File: src/rtl/fetch_unit_if.sv
// Fetch-stage bus: control from execute/hazard logic, instruction memory port
// and the registered IF-stage outputs.
interface fetch_unit_if;
    logic        stall;
    logic        redirect_valid;
    logic [31:0] redirect_target;
    logic        halt_req;
    logic [31:0] imem_addr;
    logic [31:0] imem_rdata;
    logic        if_valid;
    logic [31:0] if_pc;
    logic [31:0] if_instr;
    logic        if_misaligned;
    logic        halted;

    modport slave (
        input  stall, redirect_valid, redirect_target, halt_req, imem_rdata,
        output imem_addr, if_valid, if_pc, if_instr, if_misaligned, halted
    );

    modport master (
        output stall, redirect_valid, redirect_target, halt_req, imem_rdata,
        input  imem_addr, if_valid, if_pc, if_instr, if_misaligned, halted
    );
endinterface

File: src/rtl/fetch_unit.sv
// Instruction fetch stage: PC sequencing with redirect/halt/stall control and a
// single registered IF output stage fed by a combinational instruction memory.
module fetch_unit #(
    parameter logic [31:0] RESET_PC = 32'h0000_0000
) (
    input  logic        i_clk,
    input  logic        i_rst_n,
    fetch_unit_if.slave bus
);
    typedef enum logic [1:0] {BOOT, RUN, HALT} state_t;

    localparam logic [31:0] NOP = 32'h0000_0013;

    state_t      r_state;
    logic [31:0] r_pc;
    logic [31:0] r_if_pc;
    logic [31:0] r_if_instr;
    logic        r_if_valid;
    logic        r_misaligned;
    logic        r_halted;
    logic [31:0] w_imem_addr;

    // Memory address depends only on the PC register, never on same-cycle inputs.
    assign w_imem_addr       = {2'b00, r_pc[31:2]};
    assign bus.imem_addr     = w_imem_addr;
    assign bus.if_valid      = r_if_valid;
    assign bus.if_pc         = r_if_pc;
    assign bus.if_instr      = r_if_instr;
    assign bus.if_misaligned = r_misaligned;
    assign bus.halted        = r_halted;

    always_ff @(posedge i_clk or negedge i_rst_n) begin
        if (!i_rst_n) begin
            r_state      <= BOOT;
            r_pc         <= RESET_PC;
            r_if_pc      <= RESET_PC;
            r_if_instr   <= NOP;
            r_if_valid   <= 1'b0;
            r_misaligned <= 1'b0;
            r_halted     <= 1'b0;
        end else begin
            case (r_state)
                BOOT: begin
                    r_state    <= RUN;
                    r_if_valid <= 1'b0;
                end
                RUN, HALT: begin
                    if (bus.redirect_valid) begin
                        // Squash whatever is in flight; stall does not block a redirect.
                        r_pc         <= {bus.redirect_target[31:2], 2'b00};
                        r_misaligned <= |bus.redirect_target[1:0];
                        r_if_valid   <= 1'b0;
                        r_state      <= RUN;
                        r_halted     <= 1'b0;
                    end else if (r_state == HALT) begin
                        r_if_valid <= 1'b0;
                    end else if (bus.halt_req) begin
                        if (!bus.stall) begin
                            r_if_instr <= bus.imem_rdata;
                            r_if_pc    <= r_pc;
                            r_if_valid <= 1'b1;
                        end else begin
                            r_if_valid <= 1'b0;
                        end
                        r_state  <= HALT;
                        r_halted <= 1'b1;
                    end else if (!bus.stall) begin
                        r_if_instr <= bus.imem_rdata;
                        r_if_pc    <= r_pc;
                        r_if_valid <= 1'b1;
                        r_pc       <= r_pc + 32'd4;
                    end
                end
                default: begin
                    r_state    <= BOOT;
                    r_if_valid <= 1'b0;
                end
            endcase
        end
    end
endmodule

File: src/flat_wrapper.sv
// flat-port wrapper written by rule: the top's interface ports become plain ports
module fetch_unit_flat 
#(
    parameter logic [31:0] RESET_PC = 32'h0000_0000
)
  (i_clk, i_rst_n, bus_stall, bus_redirect_valid, bus_redirect_target, bus_halt_req, bus_imem_rdata, bus_imem_addr, bus_if_valid, bus_if_pc, bus_if_instr, bus_if_misaligned, bus_halted);
  fetch_unit_if bus_i ();
  input  logic i_clk;
  input  logic i_rst_n;
  input wire logic [$bits(bus_i.stall)-1:0] bus_stall;
  input wire logic [$bits(bus_i.redirect_valid)-1:0] bus_redirect_valid;
  input wire logic [$bits(bus_i.redirect_target)-1:0] bus_redirect_target;
  input wire logic [$bits(bus_i.halt_req)-1:0] bus_halt_req;
  input wire logic [$bits(bus_i.imem_rdata)-1:0] bus_imem_rdata;
  output wire logic [$bits(bus_i.imem_addr)-1:0] bus_imem_addr;
  output wire logic [$bits(bus_i.if_valid)-1:0] bus_if_valid;
  output wire logic [$bits(bus_i.if_pc)-1:0] bus_if_pc;
  output wire logic [$bits(bus_i.if_instr)-1:0] bus_if_instr;
  output wire logic [$bits(bus_i.if_misaligned)-1:0] bus_if_misaligned;
  output wire logic [$bits(bus_i.halted)-1:0] bus_halted;
  assign bus_i.stall = bus_stall;
  assign bus_i.redirect_valid = bus_redirect_valid;
  assign bus_i.redirect_target = bus_redirect_target;
  assign bus_i.halt_req = bus_halt_req;
  assign bus_i.imem_rdata = bus_imem_rdata;
  assign bus_imem_addr = bus_i.imem_addr;
  assign bus_if_valid = bus_i.if_valid;
  assign bus_if_pc = bus_i.if_pc;
  assign bus_if_instr = bus_i.if_instr;
  assign bus_if_misaligned = bus_i.if_misaligned;
  assign bus_halted = bus_i.halted;
  fetch_unit #(.RESET_PC(RESET_PC)) u_core (.i_clk(i_clk), .i_rst_n(i_rst_n), .bus(bus_i));
endmodule
File: config.mk
export PLATFORM = sky130hd
export DESIGN_NAME = fetch_unit_flat
export DESIGN_NICKNAME = d
export VERILOG_FILES = /design/src/rtl/fetch_unit_if.sv /design/src/rtl/fetch_unit.sv /design/src/flat_wrapper.sv
export SDC_FILE = /design/constraint.sdc
export NUM_CORES = 1
export LEC_CHECK = 0
export ABC_AREA = 1
export BUFFER_PORTS_ARGS = -buffer_cell sky130_fd_sc_hd__buf_2
export CAP_MARGIN = 20
export CORE_UTILIZATION = 28
export DETAILED_ROUTE_END_ITERATION = 16
export MAX_ROUTING_LAYER = met4
export PLACE_DENSITY_LB_ADDON = 0.1
export SLEW_MARGIN = 5
export SYNTH_ARGS = -nofsm -noshare
export SYNTH_HDL_FRONTEND = slang
export SYNTH_SLANG_ARGS = --single-unit
File: constraint.sdc
create_clock -name i_clk -period 3.06 [get_ports i_clk]
set_input_delay 0 -clock i_clk [delete_from_list [all_inputs] [get_ports i_clk]]
set_output_delay 0 -clock i_clk [all_outputs]
set_load 0.05 [all_outputs]
==> results by group, run 1 <==
Run status
  • Status: completed

Global routing
  • Vias in the first global route: 4,430
  • Initial antenna violation count: 0
  • First-pass GRT wire length: 23,900 um
  • Gr ovfl total: 0
  • GRT Overall Usage: 17.9%
  • Largest net degree at the start of global routing: 78

Route
  • Post-route ant nets: 0
  • Vias: 4,588
  • Drt drc: 0
  • First DRT Iteration DRCs: 270
  • First drt pass iteration count: 4
  • Total wire length: 15,200 um
  • Post-DR vias/cell: 4.44
  • Routed WL per cell: 14.7 um

Yosys
  • Cell Area, Synth: 4910 um^2
  • Avg Inst Size Synth: 8.40 um^2
  • YS warnings: 0
  • Cell variety after synth: 36
  • Synth Area in Compound Gates: 8.23%
  • Post-synthesis sequential area ratio: 49.5%
  • Xor/xnor share of the synthesized area: 0%
  • Synthesized-area fraction occupied by adder cells: 1.02%
  • Async SR Flop Fraction: 100%
  • Post-Syn Instances: 585
  • Post-synthesis simple-gate area fraction: 26.3%
  • Synth Register Bits: 97
  • EDFF count, synth: 0
  • Largest family of logic cells by synthesized area: simple AND/OR/NAND/NOR gates
  • Mux share of post-synthesis cell area: 8.25%
  • Main synth FF type: dfrtp_1

Clock network
  • PostCTS Resize Cnt: 0
  • CTS tree: yes
  • Longest Clk Path Bufs: 2
  • H-tree levels: 3
  • Root cell of the clock tree: clkbuf_16
  • Num CTS Buffers: 9
  • Clock Pin Slew Worst Setup and Hold Paths: 0.08 ns
  • Clk_lat worst skew: 0.36 ns
  • # Post-CTS Setup Buffers: 0
  • Clk sinks: 97
  • Hold_buf cts: 62

Layout
  • # diodes: 0
  • Area occupied by multi-input gates: 2170 um^2
  • Fin cells: 1,034
  • FF/Latch Area: 2430 um^2
  • Syn-to-layout area delta: 39.3%
  • Post-layout nets: 877
  • Share of cells above drive strength 1: 29.8%
  • Fill cell count: 1,816

Timing
  • Crit path time final: 1.94 ns
  • Slew Limit Headroom: 34.0%
  • Fin Hold WS: 0.0224 ns
  • Clock Skew: 0.00519 ns
  • Unrepaired setup endpoints after global routing: no
  • Finish-stage setup viols: 0
  • Max-slew violations: 0
  • Worst Tran Pin Value: 0.991 ns
  • Final cycle utilization of the critical path: 63.3%
  • Peak Freq: 516 MHz
  • Setup WS post-layout: 1.12 ns
  • Fin. Hold Viols: 0
  • Setup TNS Final: 0 ns

Die
  • IO Pins: 168
  • Initial Util: 28.5%
  • Row count: 48
  • Die height: 134 um
  • Full die area: 18,100 um^2
  • Die Width: 134 um
  • Core Area: 17,200 um^2

Setup path
  • Critical path class: reg -> reg
  • Critical Path RT: 3.31 ns
  • CP startpoint kind: register
  • Critical Path Sink Type: register
  • CP Max Fanout: 34
  • R2R Setup Slk: 1.12 ns
  • WP data arrival: 2.19 ns

Placed design
  • Post-placement cell count: 956
  • Place WS: 1.11 ns
  • Buffers on Ports: 163
  • Post-DP HPWL: 11,200 um
  • GPL Wtd Cong: 0.873

Pwr
  • Leakage power: 3.40 nW
  • Overall power: 8.37 mW
  • Pwr/cell area: 1220 nW/um^2
  • VDD IR max: 0.000607 V

Min path
  • Hold Crit Class: in -> reg

Flow run
  • Max-cap violation count: 0
[synthesized netlist by cell type, types with 9 or more instances]
cell / n / area [um^2]
a21oi_1: 11 / 55.1
buf_2: 10 / 50.1
dfrtp_1: 94 / 2350
inv_1: 46 / 173
mux2_1: 9 / 101
mux2_2: 27 / 304
nand2_1: 168 / 631
nand3_1: 35 / 175
nor2_1: 64 / 240
o21ai_0: 50 / 250
[per-stage QoR]
stage                     cell area (um^2)  util (%)
after detailed placement              5920      34.4
after global placement                5920      34.4
after CTS                             6840      39.7
after global routing                  6840      39.7
after floorplan                       4920         -
final                                 6840      39.7
[logic make-up after synthesis]
| logic type | after synthesis |
|---|---|
| and+or+nand+nor | 297 |
| DFF | 97 |
| AOI/OAI and AO/OA | 76 |
| buffers and inverters | 74 |
| muxes | 36 |
| adders and majority gates | 4 |
| other | 1 |
[final cells by class]
class / count / area share (%)
repair buffers: 230 / 21.6
multi-input cells: 417 / 31.7
flip-flops and latches: 97 / 35.5
clock buffers: 9 / 3.29
inverters: 49 / 2.69
well taps: 225 / 4.11
clock inverters: 7 / 1.04
[critical path, cell delays in order (launching register included)]
cell	delay, ns
dfrtp_1	0.36
inv_1	0.07
ha_1	0.33
inv_2	0.09
nor2_2	0.05
nand3_1	0.08
nand2_2	0.06
inv_2	0.45
a21oi_1	0.09
o21ai_0	0.19
inv_1	0.05
[where the power goes]
group,total [mW],switching (mW),internal [mW],leakage [nW]
logic,4.74,3.59,1.15,2.09
clock network,1.15,0.571,0.576,0.144
registers,2.49,0.566,1.92,1.16
[per-layer routing]
metal | vias up | part of all wire [%] | track usage (%)
met5 | - | 0 | -
met4 | 0 | 1.7 | 7.05
met3 | 16 | 4.8 | 2.55
met2 | 124 | 44 | 26.4
met1 | 2133 | 50 | 24.8
li1 | 2315 | - | -
[final timing paths]
kind | to | cells after the start | startpoint
worst min-delay path | u_core.r_pc[10] | 5 | bus_redirect_target[10]
worst min register to register | u_core.bus.if_pc[7] | 2 | u_core.bus.if_pc[7]
max in group asynchronous | u_core.bus.if_pc[24] | 3 | i_rst_n
worst max register to register | u_core.r_pc[8] | 10 | u_core.r_state[0]
worst max-delay path | u_core.r_pc[8] | 10 | u_core.r_state[0]
min in group asynchronous | u_core.bus.if_instr[14] | 2 | i_rst_n
[layout by cell type (no fill, tap or decap), types with 2 or more instances in the layout]
| master | count |
|---|---|
| o21ai_1 | 2 |
| o22ai_1 | 7 |
| dfrtp_1 | 94 |
| mux2_2 | 27 |
| nor2_4 | 6 |
| and2_1 | 3 |
| buf_4 | 6 |
| ha_1 | 4 |
| nor2_2 | 7 |
| nand2_4 | 2 |
| nand3_1 | 35 |
| mux2_1 | 9 |
| nor2_1 | 64 |
| dlygate4sd3_1 | 62 |
| a21oi_1 | 11 |
| inv_8 | 3 |
| dfstp_2 | 3 |
| nand2_2 | 6 |
| buf_2 | 162 |
| conb_1 | 4 |
| inv_1 | 46 |
| clkbuf_16 | 9 |
| o21ai_0 | 50 |
| inv_2 | 3 |
| nand2_1 | 168 |
[registers in the layout (all words and copies together), names as in the netlist]
register	flops
u_core.bus.halted	1
u_core.bus.if_instr	32
u_core.bus.if_misaligned	1
u_core.bus.if_pc	30
u_core.bus.if_valid	1
u_core.r_pc	30
u_core.r_state	2
(Power assumes the default switching activity.)
==> run 2: changes to the inputs <==
ABC_AREA = 0   (was 1)
clock period = 1.7 ns   (was 3.06 ns; I/O delays follow)
==> results by group, run 2 <==
Setup path
  • Worst flop-to-flop path startpoint: u_core.r_state[0]
  • Critical Path Sink Type: register
  • CP startpoint kind: register
  • CP Max Fanout: 37 (+8.8%)
  • WP data arrival: 2.16 ns (-0.03 ns)
  • Critical path class: reg -> reg
  • Critical Path Start: u_core.r_state[0]
  • Critical Path RT: 1.99 ns (-1.32 ns)

Route
  • Drt drc: 0 (unchanged)
  • Post-route ant nets: 0 (unchanged)
  • Vias: 5,012 (+9.2%)
  • Total wire length: 17,000 um (+11%)
  • First DRT Iteration DRCs: 240 (-11%)
  • First drt pass iteration count: 4 (unchanged)
  • Routed WL per cell: 16.1 um (+9.3%)
  • M1 wire length: 7990 um (+5.7%)
  • Met3 wire length: 730 um (-0.54%)
  • Top Layer Used: met4
  • Metal2 WL: 7890 um (+18%)
  • Post-DR vias/cell: 4.76 (+7.3%)

Pwr
  • Overall power: 15.8 mW (+88%)
  • Sw Ratio: 52.4% (-4.1 points)
  • Pwr/cell area: 2110 nW/um^2 (+72%)
  • Leakage power: 3.72 nW (+9.5%)
  • Cell-internal power: 7.50 mW (+110%)
  • Switch Pwr: 8.26 mW (+75%)
  • Sequential Power Share: 27.0% (-2.7 points)
  • Combinational cell fraction of total power: 58.8% (+2.2 points)
  • VDD IR max: 0.000800 V (+32%)
  • Clock Power Share: 14.2% (+0.5 points)

Global routing
  • First-pass GRT wire length: 27,100 um (+13%)
  • Largest net degree at the start of global routing: 53 (-32%)
  • Vias in the first global route: 4,992 (+13%)
  • Gr ovfl total: 0 (unchanged)
  • GRT Overall Usage: 20.8% (+2.9 points)
  • Initial antenna violation count: 0 (unchanged)

Clock network
  • Clk sinks: 97 (unchanged)
  • Clock Pin Slew Worst Setup and Hold Paths: 0.07 ns (about the same)
  • Clk_lat worst skew: 0.35 ns (about the same)
  • Longest Clk Path Bufs: 2 (unchanged)
  • Num CTS Buffers: 9 (unchanged)
  • Root cell of the clock tree: clkbuf_16
  • H-tree levels: 3 (unchanged)
  • CTS tree: yes

Timing
  • Peak Freq: 533 MHz (+3.4%)
  • Worst Tran Pin Value: 0.547 ns (-0.444 ns)
  • Slew Limit Headroom: 63.5% (+30 points)
  • Fin. Hold Viols: 0 (unchanged)
  • Fin Hold WS: 0.0105 ns (-0.0119 ns)
  • Setup WS post-layout: -0.175 ns (-1.30 ns)
  • Max-slew violations: 0 (unchanged)
  • Setup TNS Final: -7.80 ns (-7.80 ns)
  • Final cycle utilization of the critical path: 110% (+47 points)
  • Clock Skew: 0.00601 ns (+0.000819 ns)
  • Unrepaired setup endpoints after global routing: yes
  • Crit path time final: 1.88 ns (-0.0633 ns)
  • Finish-stage setup viols: 79 (+79)

Yosys
  • Most frequent cells after synthesis: nand2_1, dfrtp_1, clkbuf_1, o21ai_0
  • Post-synthesis sequential area ratio: 51.7% (+2.2 points)
  • Cell Area, Synth: 4700 um^2 (-4.3%)
  • YS warnings: 0 (unchanged)
  • Main synth FF type: dfrtp_1
  • Share of the synthesized area in the top cell type: 50.0% (+2.1 points)
  • Cell variety after synth: 57 (+58%)
  • EDFF count, synth: 0 (unchanged)
  • Synth Register Bits: 97 (unchanged)
  • Avg Inst Size Synth: 8.64 um^2 (+2.9%)
  • Top post-synthesis cells by area: dfrtp_1, nand2_1, o21ai_0, clkbuf_1, a21oi_1
  • Biggest area consumer among synthesized cells: dfrtp_1
  • Most frequent cell after synthesis: nand2_1
  • Async SR Flop Fraction: 100% (unchanged)
  • Post-Syn Instances: 544 (-7.0%)

Layout
  • Share of cells above drive strength 1: 38.3% (+8.5 points)
  • # diodes: 0 (unchanged)
  • Post-layout nets: 901 (+2.7%)
  • Syn-to-layout area delta: 59.0%
  • Fill cell count: 1,692 (-6.8%)
  • Max FFs per register: 32 (unchanged)
  • Most frequent cells in the layout: nand2_1, buf_2, buf_4
  • Commonest non-fill, non-tap cell in the layout: nand2_1

Die
  • Die height: 132 um (-2.1%)
  • Row count: 47 (-2.1%)
  • Die Width: 132 um (-2.1%)
  • Core Area: 16,500 um^2 (-4.5%)
  • Full die area: 17,300 um^2 (-4.2%)
  • Initial Util: 28.6% (+0.057 points)
  • IO Pins: 168 (unchanged)

Run status
  • Status: finished with violations
  • Failing checks: setup timing

Min path
  • Hold Crit Class: in -> reg
  • Min-delay src: bus_redirect_target[11]

Flow run
  • Max-cap violation count: 0 (unchanged)

Placed design
  • GPL Wtd Cong: 0.855 (-2.0%)
  • Place WS: -0.220 ns (-1.33 ns)
  • Buffers on Ports: 163 (unchanged)
  • Post-DP HPWL: 11,400 um (+1.3%)
==> run 2: power groups by stage <==
stage          combinational, mW  sequential, mW  clock, mW
4_1_cts                     9.25            4.24       2.32
3_3_place_gp                8.70            4.25          0
2_1_floorplan               2.42            7.84          0
3_5_place_dp                8.80            4.30          0
6_report                    9.27            4.25       2.25
5_1_grt                     9.89            4.40       2.41
==> run 2: worst paths after layout <==
| path | to | slack, ns | cells after the start |
|---|---|---|---|
| max | u_core.r_pc[27] | -0.18 | 7 |
| min | u_core.r_pc[11] | 0.01 | 3 |
| max reg2reg | u_core.r_pc[27] | -0.18 | 7 |
| min reg2reg | u_core.bus.if_instr[0] | 0.45 | 2 |
| max in group asynchronous | u_core.bus.if_instr[22] | 0.87 | 3 |
| min in group asynchronous | u_core.bus.if_instr[7] | 0.18 | 2 |
==> run 2: per-layer routing <==
layer  global-route usage (%)  vias to the layer above
li1                         -                     2463
met1                     27.9                     2367
met2                     32.1                      161
met3                     2.16                       21
met4                     8.33                        0
met5                        -                        -
==> run 2: timing repair <==
| action | 4_1_cts | 5_1_grt |
|---|---|---|
| endpoints found under the setup margin | 85 | 92 |
| hold endpoints to repair | 85 | 0 |
| gates resized for setup | 16 | 12 |
| cloned | 2 | 0 |
| pin swaps | 9 | 2 |
| setup buffers | 11 | 3 |
| hold buffers | 55 | 0 |
==> run 2: layout make-up <==
| cell class | count | area, um^2 | area share [%] |
|---|---|---|---|
| clock inverter | 7 | 92.6 | 1.24 |
| multi-input combinational | 399 | 2220 | 29.7 |
| timing repair buffer | 307 | 2160 | 28.8 |
| clock buffer | 9 | 225 | 3.01 |
| sequential | 97 | 2450 | 32.8 |
| inverter | 14 | 52.6 | 0.703 |
| tap | 220 | 275 | 3.68 |
==> run 2: kinds of logic (layout without fill, tap and decap cells) <==
group	count (synthesis)	count (layout)	synth area share (%)
AO/OA/AOI/OAI	99	99	13.7
adder cells (fa/ha/maj)	4	4	1.06
buffers and inverters	51	337	4.47
flip-flops	97	97	51.7
multiplexers	1	1	0.213
other	1	4	0.0798
AND/OR/NAND/NOR	291	291	28.8
==> run 2: critical path, cell delays in order, from the launching register on <==
cell     delay, ns
dfrtp_1       0.37
inv_2         0.07
ha_4          0.29
or4b_4        0.54
buf_16        0.22
nor3_2        0.12
nand4_1       0.11
nand3_1       0.09
==> run 2: stage by stage <==
| step | cell area [um^2] | std cells | util (%) |
|---|---|---|---|
| after floorplan | 4910 | 547 | - |
| after global placement | 6330 | 966 | 38.5 |
| after detailed placement | 6330 | 966 | 38.5 |
| after CTS | 7400 | 1050 | 45.0 |
| after global routing | 7480 | 1053 | 45.4 |
| final | 7480 | 1053 | 45.4 |
==> run 3: changes to the inputs <==
ABC_AREA = 1   (was 0)
==> results by group, run 3 (synthesis gave the netlist of run 1 again) <==
Route
  • Post-route ant nets: 0 (unchanged)
  • First drt pass iteration count: 6 (+2)
  • Post-DR vias/cell: 4.52 (-5.1%)
  • First DRT Iteration DRCs: 267 (+11%)
  • Drt drc: 0 (unchanged)
  • Routed WL per cell: 14.7 um (-8.8%)
  • Vias: 4,762 (-5.0%)
  • Total wire length: 15,500 um (-8.7%)

Layout
  • Share of cells above drive strength 1: 33.3% (-5.0 points)
  • Max FFs per register: 32 (unchanged)
  • Post-route cell area: 7180 um^2 (-3.9%)
  • # diodes: 0 (unchanged)
  • Post-layout nets: 897 (-0.44%)
  • Syn-to-layout area delta: 46.2%
  • Most frequent cells in the layout: nand2_1, buf_2, dfrtp_1
  • Commonest non-fill, non-tap cell in the layout: nand2_1

Setup path
  • CP Max Fanout: 32 (-14%)
  • Worst flop-to-flop path startpoint: u_core.r_state[1]
  • Register-to-Register Path Depth: 6 (-1)
  • CP startpoint kind: register
  • Critical path class: reg -> reg
  • Critical Path RT: 1.94 ns (-0.05 ns)
  • R2R Setup Slk: 0.09 ns (+0.26 ns)
  • Critical Path Sink Type: register
  • Worst R2R End: u_core.bus.if_instr[9]
  • WP data arrival: 1.85 ns (-0.31 ns)

Placed design
  • Post-DP Area: 6100 um^2 (-3.7%)
  • Place WS: -0.0248 ns (+0.195 ns)
  • Buffers on Ports: 163 (unchanged)
  • GPL Wtd Cong: 0.842 (-1.5%)
  • Post-DP HPWL: 11,400 um (+0.14%)

Die
  • Initial Util: 28.5% (-0.057 points)
  • Row count: 48 (+2.1%)
  • Full die area: 18,100 um^2 (+4.4%)
  • Die Width: 134 um (+2.2%)
  • Die height: 134 um (+2.2%)
  • IO Pins: 168 (unchanged)
  • Core Area: 17,200 um^2 (+4.7%)

Clock network
  • Clk sinks: 97 (unchanged)
  • Num CTS Buffers: 9 (unchanged)
  • Root cell of the clock tree: clkbuf_16
  • H-tree levels: 3 (unchanged)
  • Clock Pin Slew Worst Setup and Hold Paths: 0.08 ns (about the same)
  • CTS tree: yes
  • Clk_lat worst skew: 0.36 ns (about the same)
  • Longest Clk Path Bufs: 2 (unchanged)

Global routing
  • Initial antenna violation count: 0 (unchanged)
  • Vias in the first global route: 4,525 (-9.4%)
  • Largest net degree at the start of global routing: 50 (-5.7%)
  • Gr ovfl total: 0 (unchanged)
  • GRT Overall Usage: 17.8% (-2.9 points)
  • First-pass GRT wire length: 23,900 um (-12%)

Min path
  • Hold Crit Depth: 5 (+2)
  • Worst Hold End: u_core.r_pc[10]
  • Min-delay src: bus_redirect_target[10]
  • Hold Crit Class: in -> reg

Timing
  • Fin Hold WS: 0.0133 ns (+0.00277 ns)
  • Unrepaired setup endpoints after global routing: no
  • Max-slew violations: 0 (unchanged)
  • Setup WS post-layout: 0.0859 ns (+0.261 ns)
  • Fin. Hold Viols: 0 (unchanged)
  • Final cycle utilization of the critical path: 94.9% (-15 points)
  • Crit path time final: 1.61 ns (-0.261 ns)
  • Setup TNS Final: 0 ns (+7.80 ns)
  • Finish-stage setup viols: 0 (-100%)
  • Peak Freq: 620 MHz (+16%)
  • Clock Skew: 0.00806 ns (+0.00205 ns)

Pwr
  • Pwr/cell area: 2190 nW/um^2 (+3.7%)
  • VDD IR max: 0.000890 V (+11%)
  • Leakage power: 3.55 nW (-4.7%)
  • Overall power: 15.7 mW (-0.38%)

Run status
  • Status: completed

Flow run
  • Max-cap violation count: 0 (unchanged)
## run 3: changes by cell type in the layout (fill, tap and decap cells not counted), sizes merged, moves of 7 or more
cell and change:
a21oi -10, a311oi -7, and3 -9, and4 -8, buf -66, dlygate4sd3 +8
inv +36, mux2 +36, nand2 -8, nand3 +21, nand4 -16, nor2 +57
nor3 -9, o21ai +22
## run 3: how the worst max path moves through the flow
| stage | slack [ns] | to | cells past startpoint | startpoint |
|---|---|---|---|---|
| floorplan | 0.04 | u_core.r_pc[22] | 10 | u_core.r_pc[3] |
| global placement | 0.05 | u_core.r_pc[27] | 11 | u_core.r_state[1] |
| detailed placement | -0.02 | u_core.r_pc[7] | 9 | u_core.r_state[0] |
| CTS | -0.002 | u_core.r_pc[31] | 11 | u_core.r_state[1] |
| global route | 0.002 | u_core.r_pc[30] | 10 | u_core.r_state[1] |
| finish | 0.09 | u_core.bus.if_instr[9] | 6 | u_core.r_state[1] |
## run 3: metrics by stage
| stage | util [%] | cells |
|---|---|---|
| floorplan | - | 588 |
| global route | 41.7 | 1054 |
| finish | 41.7 | 1054 |
| detailed placement | 35.4 | 969 |
| global placement | 35.4 | 969 |
| CTS | 41.0 | 1049 |
## run 3: cell type report
| class | count | area [um^2] |
|---|---|---|
| Fill cell | 1736 | 10100 |
| Multi-Input combinational cell | 417 | 2210 |
| Inverter | 49 | 189 |
| Clock inverter | 7 | 95.1 |
| Clock buffer | 9 | 225 |
| Sequential cell | 97 | 2440 |
| Timing Repair Buffer | 250 | 1740 |
| Tap cell | 225 | 282 |
## run 3: where the power goes
group | internal [mW] | switching, mW | leakage, nW
logic | 2.47 | 6.65 | 2.23
registers | 3.47 | 0.911 | 1.16
clock network | 1.19 | 1.02 | 0.157
## run 3: what timing repair did
item / CTS / global route
setup buffers: 1 / 4
resized for setup: 4 / 19
endpoints found under the hold margin: 118 / 0
endpoints found under the setup margin: 19 / 86
gates cloned: 0 / 1
hold buffers: 63 / 0
pin swaps: 1 / 2
## run 3: metal layers
| layer | part of all wire, % | global-route usage [%] |
|---|---|---|
| met1 | 49 | 23.6 |
| met2 | 45 | 27.3 |
| met3 | 3.7 | 2.52 |
| met4 | 2.3 | 7.62 |
| met5 | 0 | - |
## run 3: critical path, stage by stage, from the launching register on
cell     delay [ns]
dfrtp_1        0.39
buf_4          0.14
ha_2           0.20
nor2_4         0.15
nand3_4        0.09
buf_12         0.19
mux2_1         0.32
